==> src/rtl/signal_conditioner_pkg.sv <==
// Shared definitions for the pad-input conditioning path.
// - ST_IDLE / ST_SETTLE: filter state encoding. It follows the same style as state_monitor.
// - state_t: enum typed on those encodings.
// - DEBOUNCE_DEFAULT: suggested debounce length (20 samples = 2 ms at 10 kHz).
package signal_conditioner_pkg;

  localparam logic ST_IDLE   = 1'b0;
  localparam logic ST_SETTLE = 1'b1;

  typedef enum logic {
    FSM_IDLE   = ST_IDLE,
    FSM_SETTLE = ST_SETTLE
  } state_t;

  localparam logic [7:0] DEBOUNCE_DEFAULT = 8'd20;

endpackage

==> src/rtl/sync_chain.sv <==
// Multi-flop synchroniser for an asynchronous pad input. It is reused for other pads.
// Ports:
//   i_clk   - destination clock
//   i_reset - synchronous active-high reset (clears the whole chain)
//   i_d     - asynchronous input
//   o_q     - synchronised output (last stage)
// SYNC_STAGES must be 2..4.
module sync_chain #(
  parameter int SYNC_STAGES = 2
) (
  input  logic i_clk,
  input  logic i_reset,
  input  logic i_d,
  output logic o_q
);

  logic [SYNC_STAGES-1:0] chain_r;

  // Shift the raw input through the synchroniser flops.
  always_ff @(posedge i_clk) begin
    if (i_reset) begin
      chain_r <= {SYNC_STAGES{1'b0}};
    end else begin
      chain_r <= {chain_r[SYNC_STAGES-2:0], i_d};
    end
  end

  assign o_q = chain_r[SYNC_STAGES-1];

endmodule

==> src/rtl/signal_conditioner.sv <==
// Input conditioner that feeds state_monitor's i_signal.
// The asynchronous pad input is synchronised, then a level change is accepted
// only after i_debounce_len consecutive stable samples. The block produces a
// clean level plus rise/fall strobes, and counts rejected glitches.
// Ports:
//   i_clk, i_reset       - clock and synchronous active-high reset
//   i_signal_raw         - asynchronous pad input
//   i_enable             - 1 = filter runs; 0 = hold level, no strobes
//   i_debounce_len       - stable samples required to accept a change (read live)
//   i_clear_glitch       - synchronous clear of o_glitch_count (wins over increment)
//   o_signal             - debounced level
//   o_rise / o_fall      - one-cycle strobes aligned with the o_signal change
//   o_stable             - 1 while the filter is idle (no pending change)
//   o_glitch_count       - saturating count of rejected pulses
module signal_conditioner
  import signal_conditioner_pkg::*;
#(
  parameter int SYNC_STAGES = 2,
  parameter int DEBOUNCE_W  = 8,
  parameter int GLITCH_W    = 8
) (
  input  logic                  i_clk,
  input  logic                  i_reset,
  input  logic                  i_signal_raw,
  input  logic                  i_enable,
  input  logic [DEBOUNCE_W-1:0] i_debounce_len,
  input  logic                  i_clear_glitch,
  output logic                  o_signal,
  output logic                  o_rise,
  output logic                  o_fall,
  output logic                  o_stable,
  output logic [GLITCH_W-1:0]   o_glitch_count
);

  logic                  s_s;
  state_t                state_r;
  logic [DEBOUNCE_W-1:0] cnt_r;
  logic                  signal_r;
  logic                  rise_r;
  logic                  fall_r;
  logic                  stable_r;
  logic [GLITCH_W-1:0]   glitch_r;

  logic [DEBOUNCE_W:0]   cnt_next_s;
  logic [DEBOUNCE_W:0]   len_ext_s;
  logic                  len_le_one_s;
  logic                  settle_done_s;
  logic                  glitch_s;
  logic                  glitch_sat_s;

  sync_chain #(
    .SYNC_STAGES(SYNC_STAGES)
  ) u_sync (
    .i_clk  (i_clk),
    .i_reset(i_reset),
    .i_d    (i_signal_raw),
    .o_q    (s_s)
  );

  // Compare one bit wider than the counter so counter + 1 cannot wrap.
  assign cnt_next_s    = {1'b0, cnt_r} + {{DEBOUNCE_W{1'b0}}, 1'b1};
  assign len_ext_s     = {1'b0, i_debounce_len};
  assign settle_done_s = (cnt_next_s >= len_ext_s);
  assign len_le_one_s  = (i_debounce_len <= {{(DEBOUNCE_W-1){1'b0}}, 1'b1});

  // A glitch is the synchronised level returning to o_signal before settling.
  // A SETTLE abandoned because the filter was disabled is not a glitch.
  assign glitch_s     = i_enable && (state_r == FSM_SETTLE) && (s_s == signal_r);
  assign glitch_sat_s = (glitch_r == {GLITCH_W{1'b1}});

  // Debounce FSM with the settle counter, the registered level, the strobes and the stable flag.
  always_ff @(posedge i_clk) begin
    if (i_reset) begin
      state_r  <= FSM_IDLE;
      cnt_r    <= {DEBOUNCE_W{1'b0}};
      signal_r <= 1'b0;
      rise_r   <= 1'b0;
      fall_r   <= 1'b0;
      stable_r <= 1'b1;
    end else begin
      rise_r <= 1'b0;
      fall_r <= 1'b0;
      if (!i_enable) begin
        // Level is held. A pending change is dropped, and the next mismatch starts a fresh settle.
        state_r  <= FSM_IDLE;
        cnt_r    <= {DEBOUNCE_W{1'b0}};
        stable_r <= 1'b1;
      end else begin
        case (state_r)
          FSM_IDLE: begin
            if (s_s != signal_r) begin
              if (len_le_one_s) begin
                signal_r <= s_s;
                rise_r   <= s_s;
                fall_r   <= ~s_s;
                cnt_r    <= {DEBOUNCE_W{1'b0}};
                state_r  <= FSM_IDLE;
                stable_r <= 1'b1;
              end else begin
                cnt_r    <= {{(DEBOUNCE_W-1){1'b0}}, 1'b1};
                state_r  <= FSM_SETTLE;
                stable_r <= 1'b0;
              end
            end else begin
              cnt_r    <= {DEBOUNCE_W{1'b0}};
              state_r  <= FSM_IDLE;
              stable_r <= 1'b1;
            end
          end
          FSM_SETTLE: begin
            if (s_s != signal_r) begin
              if (settle_done_s) begin
                signal_r <= s_s;
                rise_r   <= s_s;
                fall_r   <= ~s_s;
                cnt_r    <= {DEBOUNCE_W{1'b0}};
                state_r  <= FSM_IDLE;
                stable_r <= 1'b1;
              end else begin
                cnt_r    <= cnt_next_s[DEBOUNCE_W-1:0];
                state_r  <= FSM_SETTLE;
                stable_r <= 1'b0;
              end
            end else begin
              cnt_r    <= {DEBOUNCE_W{1'b0}};
              state_r  <= FSM_IDLE;
              stable_r <= 1'b1;
            end
          end
          default: begin
            cnt_r    <= {DEBOUNCE_W{1'b0}};
            state_r  <= FSM_IDLE;
            stable_r <= 1'b1;
          end
        endcase
      end
    end
  end

  // Saturating glitch counter. A clear wins over a simultaneous increment.
  always_ff @(posedge i_clk) begin
    if (i_reset) begin
      glitch_r <= {GLITCH_W{1'b0}};
    end else if (i_clear_glitch) begin
      glitch_r <= {GLITCH_W{1'b0}};
    end else if (glitch_s && !glitch_sat_s) begin
      glitch_r <= glitch_r + {{(GLITCH_W-1){1'b0}}, 1'b1};
    end else begin
      glitch_r <= glitch_r;
    end
  end

  assign o_signal       = signal_r;
  assign o_rise         = rise_r;
  assign o_fall         = fall_r;
  assign o_stable       = stable_r;
  assign o_glitch_count = glitch_r;

endmodule

==> config.mk <==
export PLATFORM = sky130hd
export DESIGN_NAME = signal_conditioner
export DESIGN_NICKNAME = d
export VERILOG_FILES = /design/src/rtl/signal_conditioner_pkg.sv /design/src/rtl/sync_chain.sv /design/src/rtl/signal_conditioner.sv
export SDC_FILE = /design/constraint.sdc
export NUM_CORES = 1
export LEC_CHECK = 0
export BUFFER_PORTS_ARGS = -buffer_cell sky130_fd_sc_hd__buf_2
export CORE_ASPECT_RATIO = 0.6
export CORE_UTILIZATION = 35
export DETAILED_ROUTE_END_ITERATION = 10
export GPL_TIMING_DRIVEN = 0
export PLACE_DENSITY = 0.58
export SETUP_SLACK_MARGIN = 0.2
export SYNTH_ARGS = -nofsm -noshare
export SYNTH_HDL_FRONTEND = slang
export SYNTH_SLANG_ARGS = --single-unit
==> constraint.sdc <==
create_clock -name i_clk -period 2.8 [get_ports i_clk]
set_clock_uncertainty 0.15 [all_clocks]
set_input_delay 0.42 -clock i_clk [delete_from_list [all_inputs] [get_ports i_clk]]
set_output_delay 0.42 -clock i_clk [all_outputs]
set_load 0.05 [all_outputs]
* Word-level counts from Yosys, hierarchy flattened *
Index checks and enable logic that the tools add are counted.

storage, ports and cells
  input bits = 13
  output and inout bits = 12
  bits in registers = 23

cells by class
  muxes and demuxes = 30
  $add $sub $neg = 2
  eq/ne operators = 7
  bitwise gates (word level) = 3
  reductions and logical operators = 7
  order comparisons = 2

operators with widths
  kind                   number
  $mux W8                3
  $mux W1                21
  $pmux W8 S2            1
  $pmux W1 S2            5
  $add A8 B1 Y9 const B  1
  $ge A9 B8 Y1           1
  $add A8 B1 Y8 const B  1
  $eq A8 B8 Y1 const B   1
  $le A8 B1 Y1 const B   1
  $reduce_and A5 Y1      1
  $ne A2 B1 Y1 const B   2
  $ne A2 B2 Y1 const B   2
  $reduce_or A2 Y1       2
  $logic_and A1 B1 Y1    3
  $not A1 Y1             3
  $eq A1 B1 Y1           1
  $logic_not A1 Y1       1
  $ne A1 B1 Y1           1

* Logic depth before layout (Yosys ltp) *
  word-level depth = 5
  mapped depth = 10
  gate-level depth less buffers = 10

* Cells and area by module *
From an unflattened synthesis, not the netlist that was laid out.

second synthesis, totals
  cell total of the unflattened synthesis = 122
  area, all modules = 1229.9 µm²

modules (own cells, without submodules)
  module              cells an instance  area each (µm²)  times used  sequential area each (µm²)
  signal_conditioner  118                1177.4           1           420.4
  sync_chain          4                  52.6             1           40.0

* Least setup slack after synthesis *
Ideal clock, no wire load.

  path kind = reg-to-reg
  from = register cnt_r[2]
  to = register signal_r, in the netlist o_signal
  slack = 0.442 ns
  arrival = 2.091 ns
  stages on the path, launching flop included = 11
  path through = dfxtp_1 nand3_1 nor2_1 and3_1 xor2_1 ha_1 nand3_1 o221ai_1 a211oi_4 nor2_2 a41o_1

between the ends
  longest elaborated chain between the ends = 4

RTL lines
  element                      line                       text
  from (decl)                  signal_conditioner.sv:37   logic [DEBOUNCE_W-1:0] cnt_r;
  from (signal assigned)       signal_conditioner.sv:75   cnt_r <= {DEBOUNCE_W{1'b0}};
  from (signal assigned)       signal_conditioner.sv:86   cnt_r <= {DEBOUNCE_W{1'b0}};
  from (signal assigned)       signal_conditioner.sv:96   cnt_r <= {DEBOUNCE_W{1'b0}};
  $add A8 B1 Y9                signal_conditioner.sv:61   assign cnt_next_s = {1'b0, cnt_r} + {{DEBOUNCE_W{1'b0}}, 1'b1};
  named net cnt_next_s[7]      signal_conditioner.sv:44   logic [DEBOUNCE_W:0] cnt_next_s;
  $ge A9 B8 Y1                 signal_conditioner.sv:63   assign settle_done_s = (cnt_next_s >= len_ext_s);
  $ne A2 B1 Y1 (no line)       --
  $reduce_and A5 Y1 (no line)  --
  to (signal assigned)         signal_conditioner.sv:93   signal_r <= s_s;
  to (signal assigned)         signal_conditioner.sv:113  signal_r <= s_s;
  to (decl)                    signal_conditioner.sv:38   logic signal_r;

The timed path passes the listed nets, and every way through them passes these cells.
A chain may end at the register's enable or synchronous reset.

* Worst setup path in the final report *
  from = register cnt_r[0]
  to = register signal_r, in the netlist o_signal

Same word-level chain as after synthesis.

==> results.toml <==
[synthesis]
synth_edf_count = 0
syn_area_per_cell_um2 = 9.45
syn_nets = 151
yosysSeqAreaShare_pct = 38.1
synth.most_common_cell = "dfxtp_1"
synth_cell_types = 34
synth_top_cell_area_share_pct = 38.1
synth-seq-cells = 23
yosysTopAreaCell = "dfxtp_1"
synthCells = 128
synthTopCellsByCount = "dfxtp_1, nor2_1, inv_1"
synth_ff_type = "dfxtp_1"
yosys_warnings = 0
synth_area_um2 = 1210
async_reset_ff_share_pct = 0
yosys-top-cells-area = "dfxtp_1, ha_1, xor2_1"

[placement]
io_buffers = 24
post-place-ws_ns = 0.0970
dp_hpwl_um = 1860
gp_congestion = 0.742

[finish]
antenna_cells = 0
areaGrowthSynthToFinish_pct = 22.8
drive_above_1_share_pct = 33.3
fin_util_pct = 45.2
finalNetCount = 180

[detailed_routing]
vias = 944
wirelength_um = 2340
routedWlPerCell_um = 11.7
drc = 0
dr.first_iter.drc_count = 44
dr.pass1.iters = 4
detail-route-antenna-nets = 0
via_per_inst = 4.70

[floorplanning]
die-height_um = 47.5
initial_core_util_pct = 36.9
coreArea_um2 = 3280
dieArea_um2 = 3700
io_pins = 25
die_w_um = 77.9
rows = 16

[clock_network]
cts_hold_buf = 0
h-tree-depth = 1
clock_path_buffers = 2
cts_made_buffers = 3
clkTransAtPathRegs_ns = 0.07
cts_tree = "done"
clockRootBuffer = "clkbuf_8"
post_cts_buffers = 0
clkSinkCount = 23
worstSkewPairLatency_ns = 0.26

[setup_path]
rr_worst_depth = 10
worstPathRequired_ns = 2.80
crit_type = "reg -> reg"
critPathArrivalTime_ns = 2.54
crit_path_end_kind = "flip-flop"
worstSetupStartpointType = "flip-flop"
critPathMaxFanout = 5

[timing]
worst_slew_pin_slew_ns = 0.574
hold_viol = 0
fmaxAchievable_ghz = 0.395
fin_crit_sh_pct = 90.5
slew_violations = 0
relSlewSlack_pct = 61.6
period_needed_ns = 2.53
setup_slack_ns = 0.267
finalSetupTns_ns = 0
rsz0062_at_grt = "no"
finalSetupViolations = 0

[worst_hold_path]
hold_path_class = "in -> reg"
hold_depth = 2

[grt]
antenna_found_initial = 0
grt_pass1_vias = 782
grt_pass1_wl_um = 3550
grt_max_degree = 13
grt_use_total_pct = 13.1
grt_remaining_overflow = 0

[job]
cap_violations = 0

[power]
vdd_drop_max_uv = 277
p_per_area_nw_per_um2 = 381
p_leak_uw = 0.000644

[status]
status = "complete, no violations"
[registers in the layout, summed over array words and instances, names as in the netlist]
register,count
o_signal,1
cnt_r,8
o_glitch_count,8
o_rise,1
o_stable,1
state_r,1
o_fall,1
u_sync.chain_r,2
[logic make-up after synthesis]
logic type,share of synthesized area [%]
compound gates,9.82
xor+xnor,10.1
buf+inv,4.34
simple gates,26.5
fa+ha+maj,10.3
flops,38.1
mux,0.827
[power breakdown]
part	internal [uW]	total (uW)	leakage (uW)	switching [uW]
Clock	101	201	0.0000228	99.3
Combinational	15.7	36.1	0.000433	20.4
Sequential	327	329	0.000188	1.61
[worst paths after layout]
kind / start / end / slack, ns
setup / recovery: cnt_r[0]$_SDFF_PP0_ / o_signal$_SDFFE_PP0P_ / 0.27
hold / removal: i_signal_raw / u_sync.chain_r[0]$_SDFF_PP0_ / 0.22
setup reg to reg: cnt_r[0]$_SDFF_PP0_ / o_signal$_SDFFE_PP0P_ / 0.27
hold reg to reg: u_sync.chain_r[0]$_SDFF_PP0_ / u_sync.chain_r[1]$_SDFF_PP0_ / 0.29
[cell usage in the layout (no fill, tap or decap), drive strengths merged, types with 2 or more instances in the layout]
master / n
a211oi: 2
xor2: 11
nor3: 2
nand3: 8
a21oi: 3
nand2: 8
buf: 25
inv: 13
ha: 10
dfxtp: 23
and3: 2
nor2: 16
or2: 2
clkbuf: 4
xnor2: 3
nor2b: 9
and4b: 2
nand4: 2
[critical path: stages, from the launching register on]
cell and delay (ns):
dfxtp_4 0.39, ha_4 0.16, nand2_1 0.08, nor2_1 0.12, xor2_1 0.24, ha_1 0.29
a21oi_1 0.20, o221ai_2 0.14, a211oi_4 0.32, nor2_2 0.10, a41o_1 0.25
[through the flow]
step	power, uW	instance area, um^2	instances	hold slack [ns]
finish	566	1490	201	0.217
global route	599	1490	201	0.205
CTS	575	1470	201	0.211
detailed placement	374	1390	197	0.279
global placement	373	1390	197	0.271
floorplan	359	1210	128	0.264
[per-layer routing]
metal / share of wire [%] / global-route usage [%]
met4: 0.38 / 2.22
met2: 45 / 19.6
met3: 3.8 / 4.76
met5: 0 / 0
met1: 51 / 18.4
[repair_timing]
action                                  CTS  global route
gates resized for setup                   9             5
pin swaps                                 3             2
gates cloned                              0             0
endpoints found under the setup margin   11            11
[area by class of cell]
type	count	area, um^2
Buffer	1	3.75
Clock buffer	4	45.0
Fill cell	340	1800
Inverter	13	48.8
Multi-Input combinational cell	91	741
Sequential cell	23	470
Tap cell	45	56.3
Timing Repair Buffer	24	120
Power figures use the tool's default switching activity.
